===== src/rtl/alu16_sequencer_if.sv =====
// alu16_sequencer_if: nibble-wide bus between the sequencer and an external 4-bit ALU slice
interface alu16_sequencer_if;
    logic [3:0] alu_A;
    logic [3:0] alu_B;
    logic [2:0] alu_S;
    logic       alu_C_in;
    logic [3:0] alu_F;
    logic       alu_C_1;
    modport master (output alu_A, alu_B, alu_S, alu_C_in, input alu_F, alu_C_1);
    modport slave  (input alu_A, alu_B, alu_S, alu_C_in, output alu_F, alu_C_1);
endinterface


===== src/rtl/alu16_sequencer.sv =====
// alu16_sequencer: runs a wide ALU operation one nibble per cycle through an external 4-bit slice
module alu16_sequencer #(
    parameter int NIBBLES = 4
) (
    input  logic                   clk,
    input  logic                   rst,
    input  logic                   start,
    input  logic [4*NIBBLES-1:0]   A,
    input  logic [4*NIBBLES-1:0]   B,
    input  logic [2:0]             S,
    alu16_sequencer_if.master      alu,
    output logic                   busy,
    output logic                   done,
    output logic [4*NIBBLES-1:0]   F,
    output logic                   C_out,
    output logic                   Z
);
    localparam int W  = 4 * NIBBLES;
    localparam int IW = NIBBLES > 1 ? $clog2(NIBBLES) : 1;
    typedef enum logic [1:0] {IDLE, RUN, DONE} state_t;
    state_t        state, state_nxt;
    logic [W-1:0]  a_q, b_q;
    logic [2:0]    s_q;
    logic [IW-1:0] idx;
    logic          carry;
    logic          last;
    assign last = idx == IW'(NIBBLES - 1);
    assign Z    = F == '0;
    // state register
    always_ff @(posedge clk or posedge rst) begin
        if (rst) state <= IDLE;
        else     state <= state_nxt;
    end
    // next state, status flags and slice drive (slice bus idles at zero)
    always_comb begin
        state_nxt    = state;
        busy         = 1'b0;
        done         = 1'b0;
        alu.alu_A    = '0;
        alu.alu_B    = '0;
        alu.alu_S    = '0;
        alu.alu_C_in = 1'b0;
        case (state)
            IDLE: state_nxt = start ? RUN : IDLE;
            RUN: begin
                busy         = 1'b1;
                alu.alu_A    = a_q[4*idx +: 4];
                alu.alu_B    = b_q[4*idx +: 4];
                alu.alu_S    = s_q;
                alu.alu_C_in = carry;
                state_nxt    = last ? DONE : RUN;
            end
            DONE: begin
                done      = 1'b1;
                state_nxt = IDLE;
            end
            default: state_nxt = IDLE;
        endcase
    end
    // operand capture on accept, nibble write-back and carry chaining while running
    always_ff @(posedge clk or posedge rst) begin
        if (rst) begin
            a_q   <= '0;
            b_q   <= '0;
            s_q   <= '0;
            idx   <= '0;
            carry <= 1'b0;
            F     <= '0;
            C_out <= 1'b0;
        end else if (state == IDLE && start) begin
            a_q   <= A;
            b_q   <= B;
            s_q   <= S;
            idx   <= '0;
            carry <= S == 3'b001 || S == 3'b010;
        end else if (state == RUN) begin
            F[4*idx +: 4] <= alu.alu_F;
            carry         <= alu.alu_C_1;
            C_out         <= alu.alu_C_1;
            idx           <= idx + 1'b1;
        end
    end
endmodule


===== src/flat_wrapper.sv =====
// flat-port wrapper written by rule: the top's interface ports become plain ports
module alu16_sequencer_flat 
#(
    parameter int NIBBLES = 4
)
  (clk, rst, start, A, B, S, busy, done, F, C_out, Z, alu_alu_A, alu_alu_B, alu_alu_S, alu_alu_C_in, alu_alu_F, alu_alu_C_1);
  alu16_sequencer_if alu_i ();
  input  logic clk;
  input  logic rst;
  input  logic start;
  input  logic [4*NIBBLES-1:0] A;
  input  logic [4*NIBBLES-1:0] B;
  input  logic [2:0] S;
  output logic busy;
  output logic done;
  output logic [4*NIBBLES-1:0] F;
  output logic C_out;
  output logic Z;
  output wire logic [$bits(alu_i.alu_A)-1:0] alu_alu_A;
  output wire logic [$bits(alu_i.alu_B)-1:0] alu_alu_B;
  output wire logic [$bits(alu_i.alu_S)-1:0] alu_alu_S;
  output wire logic [$bits(alu_i.alu_C_in)-1:0] alu_alu_C_in;
  input wire logic [$bits(alu_i.alu_F)-1:0] alu_alu_F;
  input wire logic [$bits(alu_i.alu_C_1)-1:0] alu_alu_C_1;
  assign alu_alu_A = alu_i.alu_A;
  assign alu_alu_B = alu_i.alu_B;
  assign alu_alu_S = alu_i.alu_S;
  assign alu_alu_C_in = alu_i.alu_C_in;
  assign alu_i.alu_F = alu_alu_F;
  assign alu_i.alu_C_1 = alu_alu_C_1;
  alu16_sequencer #(.NIBBLES(NIBBLES)) u_core (.clk(clk), .rst(rst), .start(start), .A(A), .B(B), .S(S), .alu(alu_i), .busy(busy), .done(done), .F(F), .C_out(C_out), .Z(Z));
endmodule

===== config.mk =====
export PLATFORM = sky130hd
export DESIGN_NAME = alu16_sequencer_flat
export DESIGN_NICKNAME = d
export VERILOG_FILES = /design/src/rtl/alu16_sequencer_if.sv /design/src/rtl/alu16_sequencer.sv /design/src/flat_wrapper.sv
export SDC_FILE = /design/constraint.sdc
export NUM_CORES = 1
export LEC_CHECK = 0
export ABC_CLOCK_PERIOD_IN_PS = 2300
export CORE_MARGIN = 2
export CORE_UTILIZATION = 47
export DETAILED_ROUTE_END_ITERATION = 8
export PLACE_DENSITY_LB_ADDON = 0.25
export SLEW_MARGIN = 10
export SYNTH_ARGS = -nofsm -noshare
export SYNTH_HDL_FRONTEND = slang
export SYNTH_SLANG_ARGS = --single-unit

===== constraint.sdc =====
create_clock -name clk -period 2.3 [get_ports clk]
set_clock_uncertainty 0.2 [all_clocks]
set_input_delay 0.345 -clock clk [delete_from_list [all_inputs] [get_ports clk]]
set_output_delay 0.345 -clock clk [all_outputs]
set_load 0.02 [all_outputs]

-- Yosys cells after proc, flatten, opt, wreduce, memory -nomap -nowiden
Cells that the tools add are included.
- register bits after elaboration: 57
- input bits: 43
- output and inout bits: 32
- word-level logic and storage cells: 40
- add/sub/neg operators: 2
- eq/ne operators: 5
- shifts and indexed selects: 4
- muxes and demuxes: 14
- bitwise gates (word level): 1
- reduce and logical (&&, ||, !) cells: 6
- operators with widths (cell ; number):
    $neg A4 Y34 ; 1
    $shift A4 B34 Y16 const A ; 1
    $shiftx A4 B34 Y16 ; 1
    $shiftx A16 B5 Y4 ; 2
    $bwmux W16 ; 1
    $logic_not A16 Y1 ; 1
    $mux W4 ; 2
    $mux W1 ; 6
    $mux W2 ; 3
    $eq A2 B2 Y1 const B ; 2
    $pmux W2 S2 ; 1
    $eq A3 B1 Y1 const B ; 1
    $eq A3 B2 Y1 const B ; 1
    $mux W3 ; 1
    $add A2 B1 Y2 const B ; 1
    $eq A2 B1 Y1 const B ; 1
    $logic_not A2 Y1 ; 1
    $reduce_and A2 Y1 ; 1
    $reduce_bool A2 Y1 ; 1
    $logic_and A1 B1 Y1 ; 1
    $logic_or A1 B1 Y1 ; 1
    $not A1 Y1 ; 1

-- Logic depth before layout (Yosys ltp)
- word-level depth: 4
- depth in mapped cells: 6
- gate-level depth less buffers: 5

-- Worst setup path before layout
No wires, ideal clock.
- path kind: register -> register
- start point: reg u_core.idx[0]
- end point: reg u_core.F[10]
- arrival: 1805 ps
- setup slack: 229 ps
- stages on the path, launching flop included: 7
- path buffers: 1
- period minus slack after synthesis: 2071 ps
- path through: dfrtp_1 buf_4 inv_1 ha_1 or3b_1 nor4b_4 a22o_1
- longest elaborated chain between the ends: 3
- elaborated cells between the ends (all ways): 4
- RTL lines (what ; line ; text):
    start: declaration ; alu16_sequencer.sv:24 ; logic [IW-1:0] idx;
    start signal: assignment ; alu16_sequencer.sv:80 ; idx <= idx + 1'b1;
    $neg A4 Y34 (*) ; alu16_sequencer.sv:77 ; F[4*idx +: 4] <= alu.alu_F;
    $shiftx A4 B34 Y16 / $shift A4 B34 Y16 (equally long branches) ; alu16_sequencer.sv:77 ;
    $bwmux W16 (*) ; alu16_sequencer.sv:77 ;
    end signal: indexed assignment ; alu16_sequencer.sv:77 ;
    end: declaration ; alu16_sequencer.sv:14 ; output logic [4*NIBBLES-1:0] F,
Every way passes the cells marked *; elsewhere a longest branch is shown, timed or not.
A chain may end at the register's enable or synchronous reset.

-- Worst setup path in the final report
- start point: reg u_core.idx[1]
- end point: out alu_alu_B[0]
- longest elaborated chain between the ends: 2
- RTL lines (what ; line ; text):
    $shiftx A16 B5 Y4 ; alu16_sequencer.sv:48 ; alu.alu_B = b_q[4*idx +: 4];
    $mux W4 ; alu16_sequencer.sv:43 ; case (state)
    end: declaration ; flat_wrapper.sv:20 ; output wire logic [$bits(alu_i.alu_B)-1:0] alu_alu_B;
Every way passes these cells.

==> results.json <==
{
  "outcome": "complete, no violations",
  "drtAntennaViolNets": 0,
  "final_util_pct": 68.2,
  "numCtsBuffers": 9,
  "grtUsageTotal_pct": 19.8,
  "fin_crit_sh_pct": 97.1,
  "synth_area_leaders": "dfrtp_1 (55%), mux2_2 (15%), mux4_2 (7.0%), a22o_1 (5.4%), and2_1 (2.9%)",
  "htree_levels": 3,
  "dieArea_mm2": 0.00612,
  "ys_warn_count": 0,
  "grt_pass1_wl_um": 9140,
  "finalMaxSlewViolations": 0,
  "routed_wl_um": 5420,
  "syn_avg_cell_area_um2": 14.6,
  "cp-end-kind": "output port",
  "vias": 1811,
  "fin_ws_ns": 0.0662,
  "area.growth.synth_to_final_pct": 42.4,
  "layout-drive-gt1-share_pct": 33.0,
  "first_iter_violations": 65,
  "synth_top_area_share_pct": 55.1,
  "critPathLaunch": "u_core.idx[1]",
  "synth.distinct_cells": 24,
  "reg2reg_from": "u_core.idx[0]",
  "hold_violations": 0,
  "max_stage_delay_ns": 0.50,
  "critPathKind": "reg -> out",
  "grt_max_degree": 58,
  "hp-class": "in -> async",
  "core-area_mm2": 0.00541,
  "yosysTopAreaCell": "dfrtp_1",
  "slew_headroom_pct": 72.7,
  "finalPower_mw": 5.43,
  "wl_per_cell_um": 15.6,
  "post-dp-hpwl_um": 3920,
  "nNetsFinal": 319,
  "tightest_slew_ns": 0.408,
  "critPathLaunchType": "flip-flop",
  "worstPathMaxFanout": 4,
  "rsz0062_at_grt": "no",
  "required_ns": 1.75,
  "cp_cell_sequence": "buf_6 > mux4_2 > and2_1 > buf_2",
  "gp_congestion": 0.770,
  "die_w_um": 78.2,
  "fillers": 421,
  "root_buffer": "clkbuf_8",
  "critPathSlowestCell": "mux4_2",
  "crit_family": "multiplexers",
  "synth_cells": 178,
  "cap_violations": 0,
  "finalSetupTns_ns": 0,
  "max_freq_ghz": 0.448,
  "syn-num-nets": 226,
  "ios": 75,
  "setup_viol": 0,
  "ys_ff_latch": 57,
  "antenna_found_initial": 0,
  "grt_pass1_vias": 1893,
  "clock_latency_ns": 0.32,
  "ys_seq_area_share_pct": 55.1,
  "period_needed_ns": 2.23,
  "cts.clk_slew.worst_paths_ns": 0.06,
  "cts_sinks": 57,
  "layout_common_cells": "clkdlybuf4s50_1 (60), dfrtp_1 (57), mux2_2 (35)",
  "grt_overflow": 0,
  "start_util_pct": 47.9,
  "leakage_nw": 1.61,
  "vias_per_cell": 5.20,
  "cp.arrival_ns": 1.69,
  "drcViolationCount": 0,
  "drt_pass1_iterations": 4,
  "dpl_worst_slack_ns": 0.0415,
  "cts_tree": "done",
  "crit_buf_inv": 2,
  "cts_buffer_depth": 2,
  "die_y_um": 78.2,
  "fp-row-count": 27,
  "antenna_cells": 0,
  "port_buffers": 74,
  "ir_worst_vdd_mv": 1.02,
  "final_common_cell": "clkdlybuf4s50_1",
  "powerDensity_mw_per_mm2": 1470,
  "synth.cell_area_mm2": 0.00259,
  "hold_buffers": 0
}
power breakdown:
part	leakage [nW]	switching [mW]	total, mW	internal [mW]
logic	0.803	1.28	2.79	1.51
clock network	0.102	0.362	0.868	0.505
registers	0.704	0.283	1.77	1.48
total	1.61	1.93	5.43	3.50
worst register-to-register path: stages, from the launching register on:
cell	delay, ns
dfrtp_1	0.38
buf_6	0.14
buf_4	0.15
inv_2	0.10
ha_2	0.21
or3b_4	0.40
nor4b_4	0.36
a22o_1	0.18
path summary, 6_finish.rpt:
path,end,slack [ns],cells past startpoint
worst max-delay path,alu_alu_B[0],0.07,4
worst min-delay path,u_core.F[3],0.18,3
worst max register to register,u_core.F[8],0.11,7
worst min register to register,u_core.C_out,0.28,2
max in group asynchronous,u_core.C_out,1.46,3
min in group clk,u_core.C_out,0.28,2
state kept, by name, indices dropped and copies added (netlist names):
name          flops
u_core.idx        2
u_core.b_q       16
u_core.s_q        3
u_core.a_q       16
u_core.carry      1
u_core.C_out      1
u_core.F         16
u_core.state      2
Yosys cell counts, drive strengths merged:
master	n
dfrtp	57
mux2	35
a22o	16
and2	12
mux4	8
buf	7
nand2	7
ha	5
inv	5
nor4	4
nor4b	4
nand3b	3
nor2	3
o21ai	3
nand2b	2
and4	1
nor2b	1
nor3b	1
o211a	1
o21bai	1
or3b	1
xnor2	1
metal layers:
metal / global-route usage [%] / part of all wire, % / wire length (µm)
met1: 24.2 / 41 / 2250
met5: 0 / 0 / 0
met2: 32.9 / 52 / 2810
met4: 8.95 / 1.6 / 87
met3: 5.17 / 5.0 / 273
kinds of logic (layout without fill, tap and decap cells):
family	after synthesis	count (layout)	share of synthesized area, %
multiplexers	43	43	22.2
adder cells (fa/ha/maj)	5	5	2.42
buffers and inverters	12	110	2.46
XOR/XNOR	1	1	0.338
flip-flops	57	57	55.1
AO/OA/AOI/OAI	21	21	6.67
AND/OR/NAND/NOR	39	39	10.9
timing repair:
action,in CTS,in global routing
pin swaps,0,2
endpoints found under the hold margin,0,0
buffers inserted,1,0
setup endpoints to repair,13,12
gates resized for setup,32,15
per-stage QoR:
step | hold slack [ns] | cell area [µm²] | cells
3_5_place_dp | 0.274 | 3520 | 332
3_3_place_gp | 0.261 | 3520 | 332
6_report | 0.180 | 3690 | 348
2_1_floorplan | 0.250 | 2590 | 178
5_1_grt | 0.227 | 3690 | 348
4_1_cts | 0.182 | 3710 | 349
area by class of cell:
class | instances | area (µm²) | share of cell area [%]
flip-flops and latches | 57 | 1430 | 38.7
multi-input cells | 109 | 1110 | 30.2
repair buffers | 89 | 848 | 23.0
clock buffers | 14 | 183 | 4.95
well taps | 72 | 90.1 | 2.44
inverters | 5 | 18.8 | 0.509
clock inverters | 2 | 10.0 | 0.271
Note: power is estimated with default switching activity, not from simulation.
